$ cat config.mk
export PLATFORM = sky130hd
export DESIGN_NAME = fp_addsub_iter
export DESIGN_NICKNAME = d
export VERILOG_FILES = /design/src/rtl/fp_addsub_iter.sv
export SDC_FILE = /design/constraint.sdc
export NUM_CORES = 1
export LEC_CHECK = 0
export ABC_AREA = 1
export CORE_AREA = 3 3 168 202
export DETAILED_ROUTE_END_ITERATION = 8
export DIE_AREA = 0 0 171 205
export MAX_ROUTING_LAYER = met4
export PLACE_DENSITY = 0.72
export SYNTH_ARGS = -nofsm -noshare
export SYNTH_HDL_FRONTEND = slang
export SYNTH_SLANG_ARGS = --single-unit
$ cat constraint.sdc
create_clock -name clk -period 8.6 [get_ports clk]
set_clock_uncertainty 0.2 [all_clocks]
set_input_delay 1.29 -clock clk [delete_from_list [all_inputs] [get_ports clk]]
set_output_delay 1.29 -clock clk [all_outputs]
set_load 0.01 [all_outputs]
$ cat src/rtl/fp_addsub_iter.sv
// Iterative IEEE-754 add/subtract: align, add, normalise one bit per cycle, round-to-nearest-even.
// Denormal operands are flushed to zero; one operation in flight at a time.
module fp_addsub_iter #(
    parameter int EXP_W  = 8,
    parameter int FRAC_W = 23
) (
    input  logic                  clk,
    input  logic                  reset,
    input  logic                  iValid,
    output logic                  oReady,
    input  logic [EXP_W+FRAC_W:0] iA,
    input  logic [EXP_W+FRAC_W:0] iB,
    input  logic                  iOp,
    output logic                  oValid,
    input  logic                  iReady,
    output logic [EXP_W+FRAC_W:0] oF,
    output logic [3:0]            oFlags
);
    localparam int W  = 1 + EXP_W + FRAC_W;
    localparam int MW = FRAC_W + 4;
    localparam int XW = EXP_W + 2;

    localparam logic [EXP_W-1:0]     EXP_ALL1 = '1;
    localparam logic [EXP_W-1:0]     SH_CAP   = EXP_W'(FRAC_W + 3);
    localparam logic signed [XW-1:0] EXP_ONE  = XW'(1);
    localparam logic signed [XW-1:0] EXP_TOP  = XW'((1 << EXP_W) - 1);
    localparam logic [W-1:0]         QNAN     = {1'b0, EXP_ALL1, 1'b1, {(FRAC_W-1){1'b0}}};

    typedef enum logic [2:0] {
        S_IDLE,
        S_ALIGN,
        S_ADD,
        S_NORM,
        S_ROUND,
        S_DONE
    } state_t;

    state_t               state_q, state_d;
    logic [W-1:0]         a_q, a_d, b_q, b_d, res_q, res_d;
    logic [3:0]           flags_q, flags_d;
    logic [MW-1:0]        x_mant_q, x_mant_d, y_mant_q, y_mant_d;
    logic [MW:0]          sum_q, sum_d;
    logic signed [XW-1:0] exp_q, exp_d;
    logic                 sign_q, sign_d, eff_sub_q, eff_sub_d;

    // Handshakes: an operation is accepted on a rising edge where iValid && oReady;
    // a result is consumed on a rising edge where oValid && iReady. oF/oFlags hold meanwhile.
    assign oReady = (state_q == S_IDLE) && !reset;
    assign oValid = (state_q == S_DONE);
    assign oF     = res_q;
    assign oFlags = flags_q;

    // Operand unpack, swap and alignment (used in ALIGN)
    logic                 a_sign, b_sign, a_zero, b_zero, a_inf, b_inf, a_nan, b_nan, a_ge, x_sign;
    logic [EXP_W-1:0]     a_exp, b_exp, x_exp, y_exp, diff, shamt;
    logic [FRAC_W-1:0]    a_frac, b_frac;
    logic [W-2:0]         a_mag, b_mag;
    logic [MW-1:0]        a_m, b_m, x_m, y_m, y_sh, lost_mask;

    always_comb begin
        a_sign = a_q[W-1];
        a_exp  = a_q[W-2:FRAC_W];
        a_frac = a_q[FRAC_W-1:0];
        b_sign = b_q[W-1];
        b_exp  = b_q[W-2:FRAC_W];
        b_frac = b_q[FRAC_W-1:0];
        a_zero = (a_exp == '0);
        b_zero = (b_exp == '0);
        a_inf  = (a_exp == EXP_ALL1) && (a_frac == '0);
        b_inf  = (b_exp == EXP_ALL1) && (b_frac == '0);
        a_nan  = (a_exp == EXP_ALL1) && (a_frac != '0);
        b_nan  = (b_exp == EXP_ALL1) && (b_frac != '0);
        a_mag  = a_zero ? '0 : a_q[W-2:0];
        b_mag  = b_zero ? '0 : b_q[W-2:0];
        a_m    = a_zero ? '0 : {1'b1, a_frac, 3'b000};
        b_m    = b_zero ? '0 : {1'b1, b_frac, 3'b000};
        a_ge   = (a_mag >= b_mag);
        if (a_ge) begin
            x_sign = a_sign;
            x_exp  = a_exp;
            x_m    = a_m;
            y_exp  = b_exp;
            y_m    = b_m;
        end else begin
            x_sign = b_sign;
            x_exp  = b_exp;
            x_m    = b_m;
            y_exp  = a_exp;
            y_m    = a_m;
        end
        diff      = x_exp - y_exp;
        shamt     = (diff > SH_CAP) ? SH_CAP : diff;
        lost_mask = ~({MW{1'b1}} << shamt);
        y_sh      = y_m >> shamt;
        y_sh[0]   = y_sh[0] | (|(y_m & lost_mask));
    end

    // Rounding helpers (used in ROUND)
    logic                 round_up, inexact;
    logic [FRAC_W:0]      rnd;
    logic signed [XW-1:0] exp_r;

    always_comb begin
        state_d   = state_q;
        a_d       = a_q;
        b_d       = b_q;
        res_d     = res_q;
        flags_d   = flags_q;
        x_mant_d  = x_mant_q;
        y_mant_d  = y_mant_q;
        sum_d     = sum_q;
        exp_d     = exp_q;
        sign_d    = sign_q;
        eff_sub_d = eff_sub_q;
        round_up  = 1'b0;
        inexact   = 1'b0;
        rnd       = '0;
        exp_r     = exp_q;

        case (state_q)
            S_IDLE: begin
                if (iValid) begin
                    a_d     = iA;
                    b_d     = {iB[W-1] ^ iOp, iB[W-2:0]};
                    flags_d = '0;
                    state_d = S_ALIGN;
                end
            end

            S_ALIGN: begin
                if (a_nan || b_nan || (a_inf && b_inf && (a_sign != b_sign))) begin
                    res_d   = QNAN;
                    flags_d = 4'b1000;
                    state_d = S_DONE;
                end else if (a_inf) begin
                    res_d   = a_q;
                    state_d = S_DONE;
                end else if (b_inf) begin
                    res_d   = b_q;
                    state_d = S_DONE;
                end else begin
                    x_mant_d  = x_m;
                    y_mant_d  = y_sh;
                    exp_d     = $signed({2'b00, x_exp});
                    sign_d    = x_sign;
                    eff_sub_d = a_sign ^ b_sign;
                    state_d   = S_ADD;
                end
            end

            // X has the larger magnitude, so the effective difference never goes negative.
            S_ADD: begin
                if (eff_sub_q) begin
                    sum_d = {1'b0, x_mant_q} - {1'b0, y_mant_q};
                end else begin
                    sum_d = {1'b0, x_mant_q} + {1'b0, y_mant_q};
                end
                state_d = S_NORM;
            end

            S_NORM: begin
                if (sum_q[MW]) begin
                    sum_d   = {1'b0, sum_q[MW:2], sum_q[1] | sum_q[0]};
                    exp_d   = exp_q + EXP_ONE;
                    state_d = S_ROUND;
                end else if (sum_q == '0) begin
                    exp_d   = '0;
                    sign_d  = sign_q & ~eff_sub_q;
                    state_d = S_ROUND;
                end else if (sum_q[MW-1]) begin
                    state_d = S_ROUND;
                end else if (exp_q <= EXP_ONE) begin
                    sum_d   = '0;
                    exp_d   = '0;
                    flags_d = flags_q | 4'b0011;
                    state_d = S_ROUND;
                end else begin
                    sum_d = sum_q << 1;
                    exp_d = exp_q - EXP_ONE;
                end
            end

            S_ROUND: begin
                round_up = sum_q[2] & (sum_q[1] | sum_q[0] | sum_q[3]);
                inexact  = |sum_q[2:0];
                rnd      = {1'b0, sum_q[MW-2:3]} + {{FRAC_W{1'b0}}, round_up};
                if (rnd[FRAC_W]) begin
                    exp_r = exp_q + EXP_ONE;
                end
                if (exp_r >= EXP_TOP) begin
                    res_d   = {sign_q, EXP_ALL1, {FRAC_W{1'b0}}};
                    flags_d = flags_q | 4'b0101;
                end else begin
                    res_d   = {sign_q, exp_r[EXP_W-1:0], rnd[FRAC_W-1:0]};
                    flags_d = flags_q | {3'b000, inexact};
                end
                state_d = S_DONE;
            end

            S_DONE: begin
                if (iReady) begin
                    state_d = S_IDLE;
                end
            end

            default: state_d = S_IDLE;
        endcase
    end

    always_ff @(posedge clk) begin
        if (reset) begin
            state_q   <= S_IDLE;
            a_q       <= '0;
            b_q       <= '0;
            res_q     <= '0;
            flags_q   <= '0;
            x_mant_q  <= '0;
            y_mant_q  <= '0;
            sum_q     <= '0;
            exp_q     <= '0;
            sign_q    <= 1'b0;
            eff_sub_q <= 1'b0;
        end else begin
            state_q   <= state_d;
            a_q       <= a_d;
            b_q       <= b_d;
            res_q     <= res_d;
            flags_q   <= flags_d;
            x_mant_q  <= x_mant_d;
            y_mant_q  <= y_mant_d;
            sum_q     <= sum_d;
            exp_q     <= exp_d;
            sign_q    <= sign_d;
            eff_sub_q <= eff_sub_d;
        end
    end

endmodule
==> results of run 1 <==
[synth_stat cells (4+ instances only)]
master,n,area share (%)
a211oi_1,15,0.78
a21oi_1,227,7.9
a221oi_1,23,1.4
a22oi_1,7,0.37
a31oi_1,28,1.2
buf_1,4,0.10
buf_2,16,0.56
buf_6,5,0.39
clkbuf_1,88,2.3
clkinv_1,4,0.10
dfxtp_1,194,27
ha_1,61,5.3
inv_1,272,7.1
inv_2,7,0.18
mux2_2,4,0.31
nand2_1,457,12
nand2_2,11,0.48
nand2_4,4,0.31
nand3_1,207,7.2
nand3_2,15,1.0
nand3b_1,4,0.21
nand4_1,50,2.2
nor2_1,153,4.0
nor2_2,7,0.30
nor2_8,4,0.56
nor3_1,38,1.3
nor4_1,23,1.0
o2111ai_1,4,0.24
o211ai_1,4,0.21
o21ai_0,203,7.1
o21ai_1,6,0.21
o22ai_1,18,0.78
o31ai_1,5,0.26
or2_2,9,0.39
xnor2_1,14,0.85
xor2_1,34,2.1
[metrics by stage]
stage	hold WS [ps]	util, %	cell area [µm²]	setup slack, ps	std cells
final	266	50.3	16200	2050	2706
after global routing	289	50.3	16200	1560	2706
after CTS	267	50.3	16200	2180	2706
after detailed placement	255	48.3	15600	2220	2674
after global placement	248	48.3	15600	2460	2674
after floorplan	244	-	14400	3770	2261
[final cells by class]
| cell class | count | area share [%] |
|---|---|---|
| Sequential cell | 194 | 24.0 |
| Multi-Input combinational cell | 1669 | 55.2 |
| Clock buffer | 17 | 2.62 |
| Timing Repair Buffer | 120 | 7.16 |
| Clock inverter | 15 | 1.32 |
| Inverter | 284 | 6.58 |
| Tap cell | 407 | 3.14 |
[flip-flops by register name (all words and copies together), names as in the netlist]
register and flops:
oFlags 4, sum_q 28, eff_sub_q 1, sign_q 1, x_mant_q 24, b_q 32, state_q 3, oF 32
exp_q 10, y_mant_q 27, a_q 32
[tightest hold or removal path, delay by kind of cell (launching register included)]
family	cells	cell delay, ps
simple gates	1	60
flops	1	310
compound gates	1	50
[routing by layer]
metal / track usage [%] / wire length, µm / vias up / part of all wire [%]
met1: 37.0 / 21500 / 7283 / 42
met3: 4.27 / 2950 / 95 / 5.8
met5: - / 0 / - / 0
met2: 48.6 / 24500 / 543 / 48
met4: 11.3 / 2020 / 0 / 4.0
li1: - / - / 7717 / -
[logic make-up after synthesis]
logic type	synth area share [%]
simple gates	31.7
flops	27.0
xor+xnor	2.92
buf+inv	10.9
fa+ha+maj	5.31
compound gates	21.8
mux	0.313
[how the worst max path moves through the flow]
stage | start | end | slack (ps) | depth (start not counted)
6_report | b_q[24]$_SDFFE_PP0P_ | y_mant_q[7]$_SDFFE_PP0P_ | 2050 | 33
5_1_grt | b_q[24]$_SDFFE_PP0P_ | y_mant_q[7]$_SDFFE_PP0P_ | 1560 | 33
4_1_cts | b_q[24]$_SDFFE_PP0P_ | y_mant_q[7]$_SDFFE_PP0P_ | 2180 | 30
3_5_place_dp | b_q[24]$_SDFFE_PP0P_ | y_mant_q[7]$_SDFFE_PP0P_ | 2220 | 30
3_3_place_gp | b_q[30]$_SDFFE_PP0P_ | y_mant_q[16]$_SDFFE_PP0P_ | 2460 | 30
2_1_floorplan | b_q[29]$_SDFFE_PP0P_ | y_mant_q[12]$_SDFFE_PP0P_ | 3770 | 35
==> metrics.csv, run 1 <==
metric;value;unit
cpPeakStageDelay;500;ps
drive_gt1_share;5.44;%
start_kind;register;
num_antenna_cells;0;
slowest_stage;nor2_1;
grt_max_degree;128;
rr_worst_depth;33;
cts_hold_buf;0;
clk_latency;450;ps
reg2reg_to;y_mant_q[7]$_SDFFE_PP0P_;
worst_pin_slew;1100;ps
cts_root_buf;clkbuf_16;
synth_warnings;0;
postCtsSetupBuffers;0;
cts.clk_slew.worst_paths;80;ps
hold_path_class;reg2reg;
chipHeight;205;µm
vias;15600;
viasPerCell;5.78;
min_period;6550;ps
htree_levels;4;
grt_pass1_vias;14400;
synth_edf_count;0;
crit_arrival;6670;ps
r2r_slack;2050;ps
whs_path_depth;2;
row_count;72;
numPortBuffers;106;
hold_viol;0;
final-max-slew-violation-count;0;
critPathBufInv;5;
final_common_cell;nand2_1;
grt_pass1_wl;79600;µm
boundaryPins;107;
min_from;oF[10]$_SDFFE_PP0P_;
grt_overflow;0;
end_kind;register;
wire_per_inst;18.8;µm
layout_common_cells;nand2_1 (457), inv_1 (272), a21oi_1 (227);
initial_core_util;44.6;%
seq_area;3880;µm²
numCtsBuffers;17;
seq_area_frac_synth;27.0;%
fmax;0.153;GHz
synth-seq-cells;194;
cts_max_path_buffers;2;
drv_cap;0;
rsz0062_at_grt;false;
place.gp.congestion;1.05;
hold_end;oF[10]$_SDFFE_PP0P_;
coreArea;32300;µm²
area_delta_synth_final;12.7;%
wl;50900;µm
setup_viol;0;
reg2reg_from;b_q[24]$_SDFFE_PP0P_;
dp_hpwl;39700;µm
die_area;35100;µm²
grt_usage;29.7;%
crit_top_cell;nand2_1;
outcome;completed;
fin_crit_sh;76.2;%
synth_top_flop_cell;dfxtp_1;
timing.slew.headroom;26.5;%
synth_nets;2391;
cts-resized-gates;0;
tns;0;ps
syn_area;14400;µm²
drtPass1Iterations;5;
fp.dieW;171;µm
post-route-drc-count;0;
finalNetCount;2416;
final_antenna_net_count;0;
grt_antenna_before_repair;0;
cts_tree;built;
syn_inst;2261;
clock-sinks;194;
avgSynthCellArea;6.36;µm²
cp_top_family;simple AND/OR/NAND/NOR gates;
path_max_fanout;64;
async_flop_share;0;%
synth.distinct_cells;56;
crit_type;reg2reg;
multi_input_area;8950;µm²
drtIter0Drc;1348;
cp.required;8720;ps
n_fill_cell;3327;
Power of run 1 is not shown: default switching activity piles up to over one toggle a cycle in this logic, so the estimate is an artifact.
==> run 2: changes to the inputs <==
--- a/config.mk
+++ b/config.mk
@@ -10,7 +10,7 @@
 export DETAILED_ROUTE_END_ITERATION = 8
 export DIE_AREA = 0 0 171 205
 export MAX_ROUTING_LAYER = met4
-export PLACE_DENSITY = 0.72
+export PLACE_DENSITY = 0.75
 export SYNTH_ARGS = -nofsm -noshare
 export SYNTH_HDL_FRONTEND = slang
 export SYNTH_SLANG_ARGS = --single-unit
==> constraint.sdc (replaced) <==
create_clock -name clk -period 5.4 [get_ports clk]
set_clock_uncertainty 0.2 [all_clocks]
set_input_delay 0.81 -clock clk [delete_from_list [all_inputs] [get_ports clk]]
set_output_delay 0.81 -clock clk [all_outputs]
set_load 0.01 [all_outputs]
==> run 2 against run 1 <==
- global-route usage fell by 0.93 points
- count of clock-buffer cells in the layout rose by 3
- via count rose by 1.2%
==> metrics.csv, run 2 (synthesis gave the netlist of run 1 again) <==
metric;value;unit
wl;49500;µm
clk_latency;450;ps
final-max-slew-violation-count;0;
fmax;0.198;GHz
drtPass1Iterations;7;
final_common_cell;nand2_1;
grt_pass1_wl;78000;µm
hold_viol;0;
rsz0062_at_grt;false;
post-route-drc-count;0;
tns;0;ps
min_period;5060;ps
finalNetCount;2463;
end_kind;register;
fin_crit_sh;93.7;%
multi_input_area;8970;µm²
cts_tree;built;
layout_common_cells;nand2_1 (457), inv_1 (272), a21oi_1 (227);
grt_antenna_before_repair;0;
numPortBuffers;106;
final_antenna_net_count;0;
chipHeight;205;µm
initial_core_util;44.6;%
num_antenna_cells;0;
crit_end;y_mant_q[0]$_SDFFE_PP0P_;
numCtsBuffers;17;
timing.slew.headroom;24.2;%
hold_path_class;reg2reg;
setup_viol;0;
cpPeakStageDelay;330;ps
cts_root_buf;clkbuf_16;
placedCellCount;2710;
grt_pass1_vias;14900;
seq_area;3880;µm²
grt_usage;28.7;%
slowest_stage;dfxtp_1;
r2r_slack;340;ps
path_max_fanout;24;
start_kind;register;
grt_overflow;0;
cp.required;5530;ps
drtIter0Drc;1628;
reg2reg_from;a_q[25]$_SDFFE_PP0P_;
fp.dieW;171;µm
row_count;72;
n_fill_cell;3256;
dp_hpwl;38700;µm
cts_hold_buf;0;
crit_type;reg2reg;
grt_max_degree;100;
crit_arrival;5190;ps
viasPerCell;5.75;
place.gp.congestion;0.994;
boundaryPins;107;
crit_start;a_q[25]$_SDFFE_PP0P_;
htree_levels;4;
rr_worst_depth;33;
cts.clk_slew.worst_paths;70;ps
area_delta_synth_final;15.7;%
clock-sinks;194;
die_area;35100;µm²
final_cells;2752;
coreArea;32300;µm²
drive_gt1_share;7.29;%
outcome;completed;
vias;15800;
drv_cap;0;
cts_max_path_buffers;2;
wire_per_inst;18.0;µm
reg2reg_to;y_mant_q[0]$_SDFFE_PP0P_;
worst_pin_slew;1140;ps
-- run 2: cell types whose count changed in the layout (fill, tap and decap cells not counted), sizes merged --
cell,delta
buf,+46
bufinv,+1
clkbuf,+3
clkinv,-1
clkinvlp,+1
inv,-5
nand3,+1
-- run 2: how the worst min path moves through the flow --
stage	slack (ps)	depth (start not counted)	startpoint	to
3_5_place_dp	240	2	oFlags[2]$_SDFFE_PP0P_	oFlags[2]$_SDFFE_PP0P_
6_report	250	2	oFlags[2]$_SDFFE_PP0P_	oFlags[2]$_SDFFE_PP0P_
5_1_grt	290	2	oFlags[1]$_SDFFE_PP0P_	oFlags[1]$_SDFFE_PP0P_
3_3_place_gp	250	2	oFlags[2]$_SDFFE_PP0P_	oFlags[2]$_SDFFE_PP0P_
2_1_floorplan	240	2	a_q[11]$_SDFFE_PP0P_	a_q[11]$_SDFFE_PP0P_
4_1_cts	250	2	oFlags[2]$_SDFFE_PP0P_	oFlags[2]$_SDFFE_PP0P_
-- run 2: layout make-up --
| type | count | area share [%] |
|---|---|---|
| clock buffers | 20 | 2.69 |
| flip-flops and latches | 194 | 23.4 |
| inverters | 284 | 6.42 |
| clock inverters | 11 | 1.19 |
| well taps | 407 | 3.06 |
| multi-input cells | 1670 | 54.0 |
| repair buffers | 166 | 9.33 |
-- run 2: worst max-delay path: cells and delay by family, from the launching register on --
family                     cells  cell delay (ps)
and+or+nand+nor               24             2960
AOI/OAI and AO/OA              1               60
buffers and inverters          6              810
DFF                            1              330
adders and majority gates      2              570
-- run 2: metrics by stage --
step	area [µm²]	utilization, %	hold slack, ps	setup WS, ps
3_5_place_dp	15900	49.2	242	232
2_1_floorplan	14400	-	244	574
6_report	16600	51.6	251	338
3_3_place_gp	15900	49.2	246	276
5_1_grt	16600	51.6	287	4.31
4_1_cts	16500	51.2	252	207
-- run 2: metal layers --
metal  up-vias  track usage, %  wire length (µm)
li1       7805               -                 -
met1      7283            34.8             20900
met2       597            46.6             22900
met3       135            3.86              2820
met4         0            15.1              2900
met5         -               -                 0
-- run 2: repair_timing --
| action | CTS | global route |
|---|---|---|
| hold endpoints to repair | 0 | 0 |
| setup endpoints to repair | 0 | 17 |
| setup buffers | 0 | 10 |
| gates resized for setup | 0 | 5 |
Power of run 2 is left out for the same reason.
==> run 3: changes to the inputs <==
--- a/config.mk
+++ b/config.mk
@@ -9,8 +9,9 @@
 export CORE_AREA = 3 3 168 202
 export DETAILED_ROUTE_END_ITERATION = 8
 export DIE_AREA = 0 0 171 205
+export HOLD_SLACK_MARGIN = 0.02
 export MAX_ROUTING_LAYER = met4
-export PLACE_DENSITY = 0.75
+export PLACE_DENSITY = 0.72
 export SYNTH_ARGS = -nofsm -noshare
 export SYNTH_HDL_FRONTEND = slang
 export SYNTH_SLANG_ARGS = --single-unit
==> constraint.sdc (replaced) <==
create_clock -name clk -period 5.3 [get_ports clk]
set_clock_uncertainty 0.2 [all_clocks]
set_input_delay 0.795 -clock clk [delete_from_list [all_inputs] [get_ports clk]]
set_output_delay 0.795 -clock clk [all_outputs]
set_load 0.01 [all_outputs]
==> run 3 against run 2 <==
- setup slack lost 100 ps
- critical endpoint is now y_mant_q[3]$_SDFFE_PP0P_
- via count is essentially flat
- highest routed layer unchanged
- largest cell class unchanged
- register-to-register slack lost 100 ps
==> metrics.csv, run 3 (synthesis gave the netlist of run 1 again) <==
metric;value;unit
outcome;completed;
cts_root_buf;clkbuf_16;
drive_gt1_share;8.19;%
final-max-slew-violation-count;0;
viasPerCell;5.75;
fmax;0.197;GHz
worst_pin_slew;908;ps
row_count;72;
fp.dieW;171;µm
final_common_cell;nand2_1;
layout_common_cells;nand2_1 (454), inv_1 (265), a21oi_1 (227);
crit_top_cell;nand2_1;
setup_viol;0;
cp.required;5420;ps
wire_per_inst;18.5;µm
dp_hpwl;39100;µm
crit_arrival;5190;ps
fin_crit_sh;95.6;%
grt_antenna_before_repair;1;
n_fill_cell;3254;
multi_input_area;9060;µm²
reg2reg_to;y_mant_q[3]$_SDFFE_PP0P_;
post-route-drc-count;0;
cpPeakStageDelay;350;ps
drtPass1Iterations;7;
cts_tree;built;
finalNetCount;2460;
grt_pass1_wl;79000;µm
min_from;oFlags[2]$_SDFFE_PP0P_;
drtIter0Drc;1416;
timing.slew.headroom;39.1;%
cts.clk_slew.worst_paths;80;ps
grt_overflow;0;
reg2reg_from;a_q[28]$_SDFFE_PP0P_;
place_ws;111;ps
boundaryPins;107;
path_max_fanout;12;
cts_hold_buf;0;
rr_worst_depth;30;
min_period;5070;ps
coreArea;32300;µm²
slowest_stage;dfxtp_1;
wl;50800;µm
chipHeight;205;µm
die_area;35100;µm²
critPathBufInv;7;
r2r_slack;230;ps
grt_max_degree;94;
numPortBuffers;106;
setup_ws;234;ps
area_delta_synth_final;15.9;%
clock-sinks;194;
seq_area;3880;µm²
start_kind;register;
numCtsBuffers;17;
whs_path_depth;2;
place.gp.congestion;1.04;
grt_usage;29.1;%
cp_top_family;simple AND/OR/NAND/NOR gates;
crit_type;reg2reg;
end_kind;register;
hold_path_class;reg2reg;
hold_viol;0;
clk_latency;450;ps
initial_core_util;44.6;%
grt_pass1_vias;14600;
hold_end;oFlags[2]$_SDFFE_PP0P_;
final_antenna_net_count;0;
drv_cap;0;
vias;15800;
htree_levels;4;
cts_max_path_buffers;2;
-- run 3: changes by cell type in the layout (fill, tap and decap cells not counted), moves of 4 or more --
cell     change
nor2_1       -6
inv_2        +6
nor2_4       +4
nand3_1      -4
nor2_2       +4
inv_1        -7
-- run 3: final cells by class --
class                           count  share of cell area (%)
Timing Repair Buffer              161                    9.00
Sequential cell                   194                    23.3
Antenna cell                        1                  0.0150
Clock buffer                       17                    2.55
Inverter                          284                    6.42
Multi-Input combinational cell   1672                    54.4
Clock inverter                     15                    1.25
Tap cell                          407                    3.06
-- run 3: metal layers --
layer | vias up | global-route usage, % | part of all wire, %
met1 | 7316 | 35.0 | 42
met5 | - | - | 0
met2 | 574 | 49.4 | 48
li1 | 7812 | - | -
met4 | 0 | 11.9 | 4.7
met3 | 129 | 3.38 | 5.4
-- run 3: worst max-delay path by stage --
stage                                            to  slack (ps)  depth (start not counted)                 start
final                      y_mant_q[3]$_SDFFE_PP0P_         230                         30  a_q[28]$_SDFFE_PP0P_
after global routing       y_mant_q[3]$_SDFFE_PP0P_         -10                         31  a_q[28]$_SDFFE_PP0P_
after CTS                  y_mant_q[0]$_SDFFE_PP0P_          80                         29  a_q[28]$_SDFFE_PP0P_
after detailed placement   y_mant_q[3]$_SDFFE_PP0P_         110                         30  b_q[30]$_SDFFE_PP0P_
after global placement     y_mant_q[1]$_SDFFE_PP0P_         130                         25  a_q[28]$_SDFFE_PP0P_
after floorplan           y_mant_q[12]$_SDFFE_PP0P_         470                         35  b_q[29]$_SDFFE_PP0P_
-- run 3: metrics by stage --
step	TNS, ps	util [%]	instances	cell area, µm²	hold WS, ps
2_1_floorplan	0	-	2261	14400	244
3_3_place_gp	0	49.0	2704	15800	241
3_5_place_dp	0	49.0	2704	15800	250
4_1_cts	0	51.0	2736	16400	262
5_1_grt	-18.6	51.7	2751	16700	276
6_report	0	51.7	2751	16700	265
-- run 3: worst min-delay path: cells and delay by family, from the launching register on --
| kind | cells | cell delay [ps] |
|---|---|---|
| compound gates | 1 | 60 |
| buf+inv | 1 | 50 |
| flops | 1 | 310 |
-- run 3: repair_timing --
item / 4_1_cts / 5_1_grt
gates resized for setup: 0 / 29
setup endpoints to repair: 0 / 27
buffers inserted: 0 / 10
Power of run 3 is left out for the same reason.
